## config.mk

```make
export PLATFORM = sky130hd
export DESIGN_NAME = smart_mac_nreg
export DESIGN_NICKNAME = d
export VERILOG_FILES = /design/src/rtl/smart_mac_nreg.sv
export SDC_FILE = /design/constraint.sdc
export NUM_CORES = 1
export LEC_CHECK = 0
export ABC_AREA = 1
export CAP_MARGIN = 20
export CORE_MARGIN = 5
export CORE_UTILIZATION = 39
export DETAILED_ROUTE_END_ITERATION = 8
export HOLD_SLACK_MARGIN = 0.03
export PLACE_DENSITY = 0.86
export REMOVE_ABC_BUFFERS = 1
export SLEW_MARGIN = 20
export SYNTH_ARGS = -nofsm -noshare
export SYNTH_HDL_FRONTEND = slang
export SYNTH_SLANG_ARGS = --single-unit
```

## constraint.sdc

```tcl
create_clock -name mclk -period 2.07 [get_ports mclk]
set_clock_uncertainty 0.1 [all_clocks]
set_input_delay 0.3105 -clock mclk [delete_from_list [all_inputs] [get_ports mclk]]
set_output_delay 0.3105 -clock mclk [all_outputs]
set_load 0.05 [all_outputs]
```

## src/rtl/smart_mac_nreg.sv

```systemverilog
// smart_mac_nreg: multi-region secure memory access controller.
// Guards up to four key/data areas, each owned by one code range that may only
// be entered through its first address. Illegal accesses blank read data and
// raise a stretched, debug-maskable reset while recording cause and region.
// Optional feature: define SMART_MAC_CODE_WP_EN to treat data writes into any
// code range as a violation (cause 11).
module smart_mac_nreg #(
  parameter int          NUM_REGIONS   = 1,
  parameter int          SIZE_MEM_ADDR = 15,
  parameter logic [63:0] LOW_SAFE      = {4{16'd200}},
  parameter logic [63:0] HIGH_SAFE     = {4{16'd200}},
  parameter logic [63:0] LOW_CODE      = {4{16'd200}},
  parameter logic [63:0] HIGH_CODE     = {4{16'd200}},
  parameter int          RESET_CYCLES  = 8
) (
  input  logic                   mclk,
  input  logic                   puc_rst,
  input  logic [SIZE_MEM_ADDR:0] mem_addr,
  input  logic                   mem_en,
  input  logic                   mem_wr,
  input  logic [15:0]            mem_din,
  input  logic [15:0]            ins_addr,
  input  logic                   disable_debug,
  output logic [15:0]            mem_dout,
  output logic                   reset,
  output logic                   in_safe_area,
  output logic [1:0]             active_region,
  output logic                   in_region,
  output logic [1:0]             viol_cause,
  output logic [1:0]             viol_region
);

  typedef enum logic [1:0] {ST_IDLE, ST_ACTIVE, ST_HOLD} state_t;

  state_t      state_q, state_d;
  logic [1:0]  region_q, region_d;
  logic [7:0]  cnt_q, cnt_d;
  logic [1:0]  cause_q, cause_d;
  logic [1:0]  vreg_q, vreg_d;
  logic        pulse_q, pulse_d;

  logic [15:0] addr16;
  logic [3:0]  in_code, in_safe, entry_hit, code_wr_hit, owns;
  logic [3:0]  entry_v, wr_v, data_v;
  logic        viol;
  logic [1:0]  viol_cause_c, viol_idx_c, entry_idx;

  assign addr16 = 16'(mem_addr);

  // Lowest set index wins when several regions match.
  function automatic logic [1:0] first_idx(input logic [3:0] v);
    logic [1:0] r;
    r = 2'd0;
    for (int i = 3; i >= 0; i--) if (v[i]) r = 2'(i);
    return r;
  endfunction

  // Per-region address decode; regions beyond NUM_REGIONS never match.
  always_comb begin
    in_code     = '0;
    in_safe     = '0;
    entry_hit   = '0;
    code_wr_hit = '0;
    owns        = '0;
    for (int j = 0; j < 4; j++) begin
      if (j < NUM_REGIONS) begin
        in_code[j]     = (ins_addr >= LOW_CODE[16*j +: 16]) && (ins_addr <= HIGH_CODE[16*j +: 16]);
        entry_hit[j]   = (ins_addr == LOW_CODE[16*j +: 16]);
        in_safe[j]     = (addr16 >= LOW_SAFE[16*j +: 16]) && (addr16 <= HIGH_SAFE[16*j +: 16]);
        code_wr_hit[j] = (addr16 >= LOW_CODE[16*j +: 16]) && (addr16 <= HIGH_CODE[16*j +: 16]);
        owns[j]        = (state_q == ST_ACTIVE) && (region_q == 2'(j));
      end
    end
  end

  // Violation detection and priority: entry, then code write, then data.
  always_comb begin
    entry_v = in_code & ~entry_hit & ~owns;
    data_v  = {4{mem_en}} & in_safe & ~owns;
`ifdef SMART_MAC_CODE_WP_EN
    wr_v    = {4{mem_en & mem_wr}} & code_wr_hit;
`else
    wr_v    = '0;
`endif
    viol         = (|entry_v) | (|wr_v) | (|data_v);
    viol_cause_c = 2'b00;
    viol_idx_c   = 2'd0;
    if (|entry_v) begin
      viol_cause_c = 2'b10;
      viol_idx_c   = first_idx(entry_v);
    end else if (|wr_v) begin
      viol_cause_c = 2'b11;
      viol_idx_c   = first_idx(wr_v);
    end else if (|data_v) begin
      viol_cause_c = 2'b01;
      viol_idx_c   = first_idx(data_v);
    end
    entry_idx = first_idx(entry_hit);
  end

`ifndef SMART_MAC_CODE_WP_EN
  // Write qualifier and code-range write decode only matter with write protection.
  logic unused_wr;
  assign unused_wr = mem_wr ^ (|code_wr_hit);
`endif

  // Next-state logic: HOLD counts down; otherwise violations win over region moves.
  always_comb begin
    state_d  = state_q;
    region_d = region_q;
    cnt_d    = cnt_q;
    cause_d  = cause_q;
    vreg_d   = vreg_q;
    pulse_d  = 1'b0;
    if (state_q == ST_HOLD) begin
      if (cnt_q == 8'd0) state_d = ST_IDLE;
      else               cnt_d   = cnt_q - 8'd1;
    end else if (viol) begin
      cause_d = viol_cause_c;
      vreg_d  = viol_idx_c;
      if (disable_debug) begin
        state_d = ST_IDLE;
        pulse_d = 1'b1;
      end else begin
        state_d = ST_HOLD;
        cnt_d   = 8'(RESET_CYCLES - 1);
      end
    end else if (|entry_hit) begin
      state_d  = ST_ACTIVE;
      region_d = entry_idx;
    end else if ((state_q == ST_ACTIVE) && !in_code[region_q]) begin
      state_d = ST_IDLE;
    end
  end

  // State, counter and violation record registers.
  always_ff @(posedge mclk or posedge puc_rst) begin
    if (puc_rst) begin
      state_q  <= ST_IDLE;
      region_q <= 2'd0;
      cnt_q    <= 8'd0;
      cause_q  <= 2'b00;
      vreg_q   <= 2'd0;
      pulse_q  <= 1'b0;
    end else begin
      state_q  <= state_d;
      region_q <= region_d;
      cnt_q    <= cnt_d;
      cause_q  <= cause_d;
      vreg_q   <= vreg_d;
      pulse_q  <= pulse_d;
    end
  end

  // Outputs: reset is masked by debug; read data is blanked combinationally.
  always_comb begin
    reset         = (state_q == ST_HOLD) && !disable_debug;
    in_safe_area  = (state_q == ST_HOLD) || pulse_q;
    in_region     = (state_q == ST_ACTIVE);
    active_region = in_region ? region_q : 2'd0;
    viol_cause    = cause_q;
    viol_region   = vreg_q;
    mem_dout      = ((|data_v) || reset) ? 16'h0000 : mem_din;
  end

endmodule

```

==> results.py <==
metrics = {
    "sta": {
        "worst_pin_slew_ns": 0.630,
        "report.final.slew_viol_count": 0,
        "finalWorstPathRequiredPeriod_ns": 2.25,
        "setup_slack_ns": -0.179,
        "report.final.setup_viol": 28,
        "final_min_period_over_clock_period_pct": 109,
        "finalHoldViolCount": 0,
        "max_freq_mhz": 445,
        "rsz0062_at_grt": "true",
        "holdWs_ns": 0.295,
        "worst_slew_margin_rel_pct": 57.8,
    },
    "cells_and_area": {
        "n_antenna_cell": 0,
        "final_cell_mix": "sky130_fd_sc_hd__buf_4, sky130_fd_sc_hd__clkdlybuf4s50_1, sky130_fd_sc_hd__nand2_1",
        "postLayoutCellArea_sq_um": 2700,
        "fill_cells": 53,
        "ff_latch_area_sq_um": 327,
        "nNetsFinal": 394,
        "multi_input_comb_area_sq_um": 860,
        "area_growth_syn_to_layout_pct": 131,
        "final_layout_size_suffix_gt1_share_pct": 45.0,
        "layout_commonest_cell": "sky130_fd_sc_hd__buf_4",
    },
    "synthesis": {
        "synthDominantCellAreaShare_pct": 27.8,
        "number_of_distinct_library_cells_after_synthesis": 25,
        "mappedNetlistArea_sq_um": 1170,
        "yosysWarnings": 0,
        "netlist.top_cell.by_area": "sky130_fd_sc_hd__dfrtp_1",
        "synth-seq-area-share_pct": 27.8,
        "syn_avg_cell_area_sq_um": 6.09,
        "gate_count_after_technology_mapping": 192,
        "yosys_register_bits": 13,
        "post_synth_main_area_contributors": "sky130_fd_sc_hd__dfrtp_1, sky130_fd_sc_hd__nand2_1, sky130_fd_sc_hd__nor2_1",
    },
    "critical_path": {
        "critical_path_buf_inv_count": 4,
        "timing.critical_path.to_type": "primary output",
        "cpPeakStageDelay_ns": 0.41,
        "path_delay_family": "buffers and inverters",
        "cp_slowest_cell": "sky130_fd_sc_hd__dfrtp_1",
        "timing.critical_path.required_ns": 1.66,
        "worst_ep_arrival_time_ns": 1.84,
        "critical_path_peak_fanout": 8,
        "critical_path.startpoint_type": "flop",
        "worstSetupPathType": "flop to primary output",
        "critical_path.cell_chain": "inv_1 -> nor2_4 -> inv_1 -> nand4_1 -> o21ai_4 -> clkbuf_16 -> nor2_4 -> buf_8",
    },
    "routing": {
        "drt-wirelength-per-cell_microns": 24.4,
        "route.antenna.remaining_nets": 0,
        "drt_first_pass_iters": 7,
        "detailroute.via_count": 2250,
        "route.detailed.drc": 0,
        "totalWireLength_microns": 9020,
        "vias_per_cell": 6.10,
        "starting_drt_drc_count": 485,
    },
    "floorplanning": {
        "die_height_microns": 64.8,
        "design.core.area_sq_um": 2810,
        "ios": 78,
        "floorplan.initialDensity_pct": 41.7,
        "floorplan.rows": 19,
        "floorplan.die.width_microns": 64.8,
        "die-area_sq_um": 4200,
    },
    "outcome": {
        "violated_checks": "setup timing",
        "status": "finished, violations left",
    },
    "global_routing": {
        "number_of_global_route_vias_before_repair": 2294,
        "grt_pass1_wl_microns": 11300,
        "grtUsageTotal_pct": 35.4,
        "grt_max_degree": 14,
        "globalRouteOverflowTotal": 0,
        "antenna_found_initial": 0,
    },
    "pwr": {
        "share_comb_of_total_power_pct": 49.1,
        "swShare_pct": 36.0,
        "power_switching_mw": 0.290,
        "seq_power_share_pct": 31.8,
        "max-vdd-ir-drop_uv": 223,
        "internal_power_mw": 0.516,
        "p_per_area_nw_per_um2": 298,
        "clock_network_fraction_of_design_power_pct": 19.1,
        "cellLeakagePower_nw": 1.38,
    },
    "clock_network": {
        "root_buffer": "sky130_fd_sc_hd__clkbuf_4",
        "tritoncts": "built",
        "numClockSinks": 13,
        "clk_pin_slew_worst_paths_ns": 0.08,
        "clock_path_buffers": 2,
        "cts-buffers-inserted": 3,
        "cts_hold_buf": 0,
        "clk_latency_ns": 0.27,
        "maximum_level_of_the_cts_h_tree": 1,
    },
    "flow_run": {
        "drv.max_cap_violation_count": 0,
    },
    "placed_design": {
        "port_buffer_count": 72,
        "placedInstanceArea_sq_um": 1980,
        "place.detailed.hpwl_microns": 2940,
        "gp_routability_congestion": 0.861,
    },
    "min_path": {
        "hold_class": "input port to asynchronous set/reset pin",
    },
}
-- cell usage after synthesis --
library cell and count:
sky130_fd_sc_hd__nand3b_1 1, sky130_fd_sc_hd__and3_1 1, sky130_fd_sc_hd__ha_1 2, sky130_fd_sc_hd__conb_1 1, sky130_fd_sc_hd__xnor2_1 1, sky130_fd_sc_hd__nor3_1 1, sky130_fd_sc_hd__or2_2 2, sky130_fd_sc_hd__o21ai_0 2
sky130_fd_sc_hd__buf_6 1, sky130_fd_sc_hd__and2_1 1, sky130_fd_sc_hd__inv_1 37, sky130_fd_sc_hd__nor2_2 6, sky130_fd_sc_hd__nor3_2 1, sky130_fd_sc_hd__nand4_4 1, sky130_fd_sc_hd__nand4_1 4, sky130_fd_sc_hd__buf_4 5
sky130_fd_sc_hd__nor2_1 41, sky130_fd_sc_hd__xor2_1 3, sky130_fd_sc_hd__o21ai_2 1, sky130_fd_sc_hd__nand2_2 1, sky130_fd_sc_hd__nand3_1 22, sky130_fd_sc_hd__nand2_1 41, sky130_fd_sc_hd__nor2_4 1, sky130_fd_sc_hd__dfrtp_1 13
sky130_fd_sc_hd__inv_2 2
-- final cells by class --
class                           count  share of cell area [%]
Tap cell                           31                    1.43
Multi-Input combinational cell    138                    31.8
Sequential cell                    13                    12.1
Clock buffer                        4                   0.972
Timing Repair Buffer              144                    48.3
Inverter                           39                    5.41
-- kinds of logic (layout without fill, tap and decap cells) --
| kind of cell | count (synthesis) | in the layout | share of synthesized area, % |
|---|---|---|---|
| simple gates | 124 | 125 | 48.5 |
| buf+inv | 45 | 187 | 16.7 |
| flops | 13 | 13 | 27.8 |
| xor+xnor | 4 | 4 | 3.00 |
| compound gates | 3 | 3 | 1.60 |
| fa+ha+maj | 2 | 2 | 2.14 |
| other cells | 1 | 4 | 0.321 |
-- routing by layer --
| layer | routed length, microns | share of wire, % | global-route usage, % | vias up |
|---|---|---|---|---|
| met2 | 3890 | 43 | 59.3 | 285 |
| met4 | 1090 | 12 | 31.1 | 0 |
| li1 | - | - | - | 868 |
| met1 | 2800 | 31 | 34.9 | 986 |
| met5 | 0 | 0 | 0 | - |
| met3 | 1240 | 14 | 11.6 | 111 |
-- worst register-to-register path, cell delays in order, from the launching register on --
cell and delay, ns:
sky130_fd_sc_hd__dfrtp_1 0.43, sky130_fd_sc_hd__inv_1 0.15, sky130_fd_sc_hd__nor2_4 0.08, sky130_fd_sc_hd__inv_1 0.07, sky130_fd_sc_hd__nand4_1 0.18, sky130_fd_sc_hd__buf_4 0.19
sky130_fd_sc_hd__buf_4 0.12, sky130_fd_sc_hd__buf_4 0.12, sky130_fd_sc_hd__buf_4 0.12, sky130_fd_sc_hd__buf_4 0.13, sky130_fd_sc_hd__buf_4 0.13, sky130_fd_sc_hd__buf_4 0.13
sky130_fd_sc_hd__nand2_1 0.05, sky130_fd_sc_hd__o21ai_1 0.06
-- flip-flops by register name, summed over array words and instances (netlist names) --
| register | count |
|---|---|
| state_q | 2 |
| cnt_q | 8 |
| pulse_q | 1 |
| viol_cause | 2 |
-- per-stage QoR --
| step | util (%) | setup TNS (ns) | setup WS [ns] | instances | total power, mW |
|---|---|---|---|---|---|
| after floorplan | - | -4.61 | -0.332 | 189 | 0.380 |
| after global placement | 70.7 | -2.11 | -0.136 | 307 | 0.524 |
| after detailed placement | 70.7 | -1.89 | -0.132 | 307 | 0.528 |
| after CTS | 90.6 | 0 | 0.0103 | 364 | 0.745 |
| after global routing | 96.4 | -3.87 | -0.203 | 369 | 0.837 |
| final | 96.4 | -3.06 | -0.179 | 369 | 0.806 |
-- final timing paths --
path,start,endpoint,slack (ns),cells past startpoint
max in group asynchronous,puc_rst,state_q[1],1.23,2
hold / removal,puc_rst,cnt_q[6],0.30,2
setup reg to reg,state_q[0],state_q[0],-0.10,13
hold reg to reg,viol_cause[0],viol_cause[0],0.40,2
setup / recovery,state_q[0],mem_dout[14],-0.18,8
min in group mclk,viol_cause[0],viol_cause[0],0.40,2
-- repair_timing --
action | in CTS | in global routing
pin swaps | 10 | 17
resized for setup | 53 | 56
hold endpoints to repair | 0 | 0
endpoints found under the setup margin | 16 | 27
setup buffers | 52 | 11
gates cloned | 1 | 1
-- power groups by stage --
| stage | Combinational [mW] | Clock [mW] | Sequential (mW) |
|---|---|---|---|
| 2_1_floorplan | 0.119 | 0 | 0.261 |
| 3_3_place_gp | 0.263 | 0 | 0.261 |
| 3_5_place_dp | 0.267 | 0 | 0.261 |
| 4_1_cts | 0.334 | 0.154 | 0.256 |
| 5_1_grt | 0.408 | 0.172 | 0.257 |
| 6_report | 0.395 | 0.154 | 0.257 |
No activity file was read; power rests on OpenSTA's default activity.
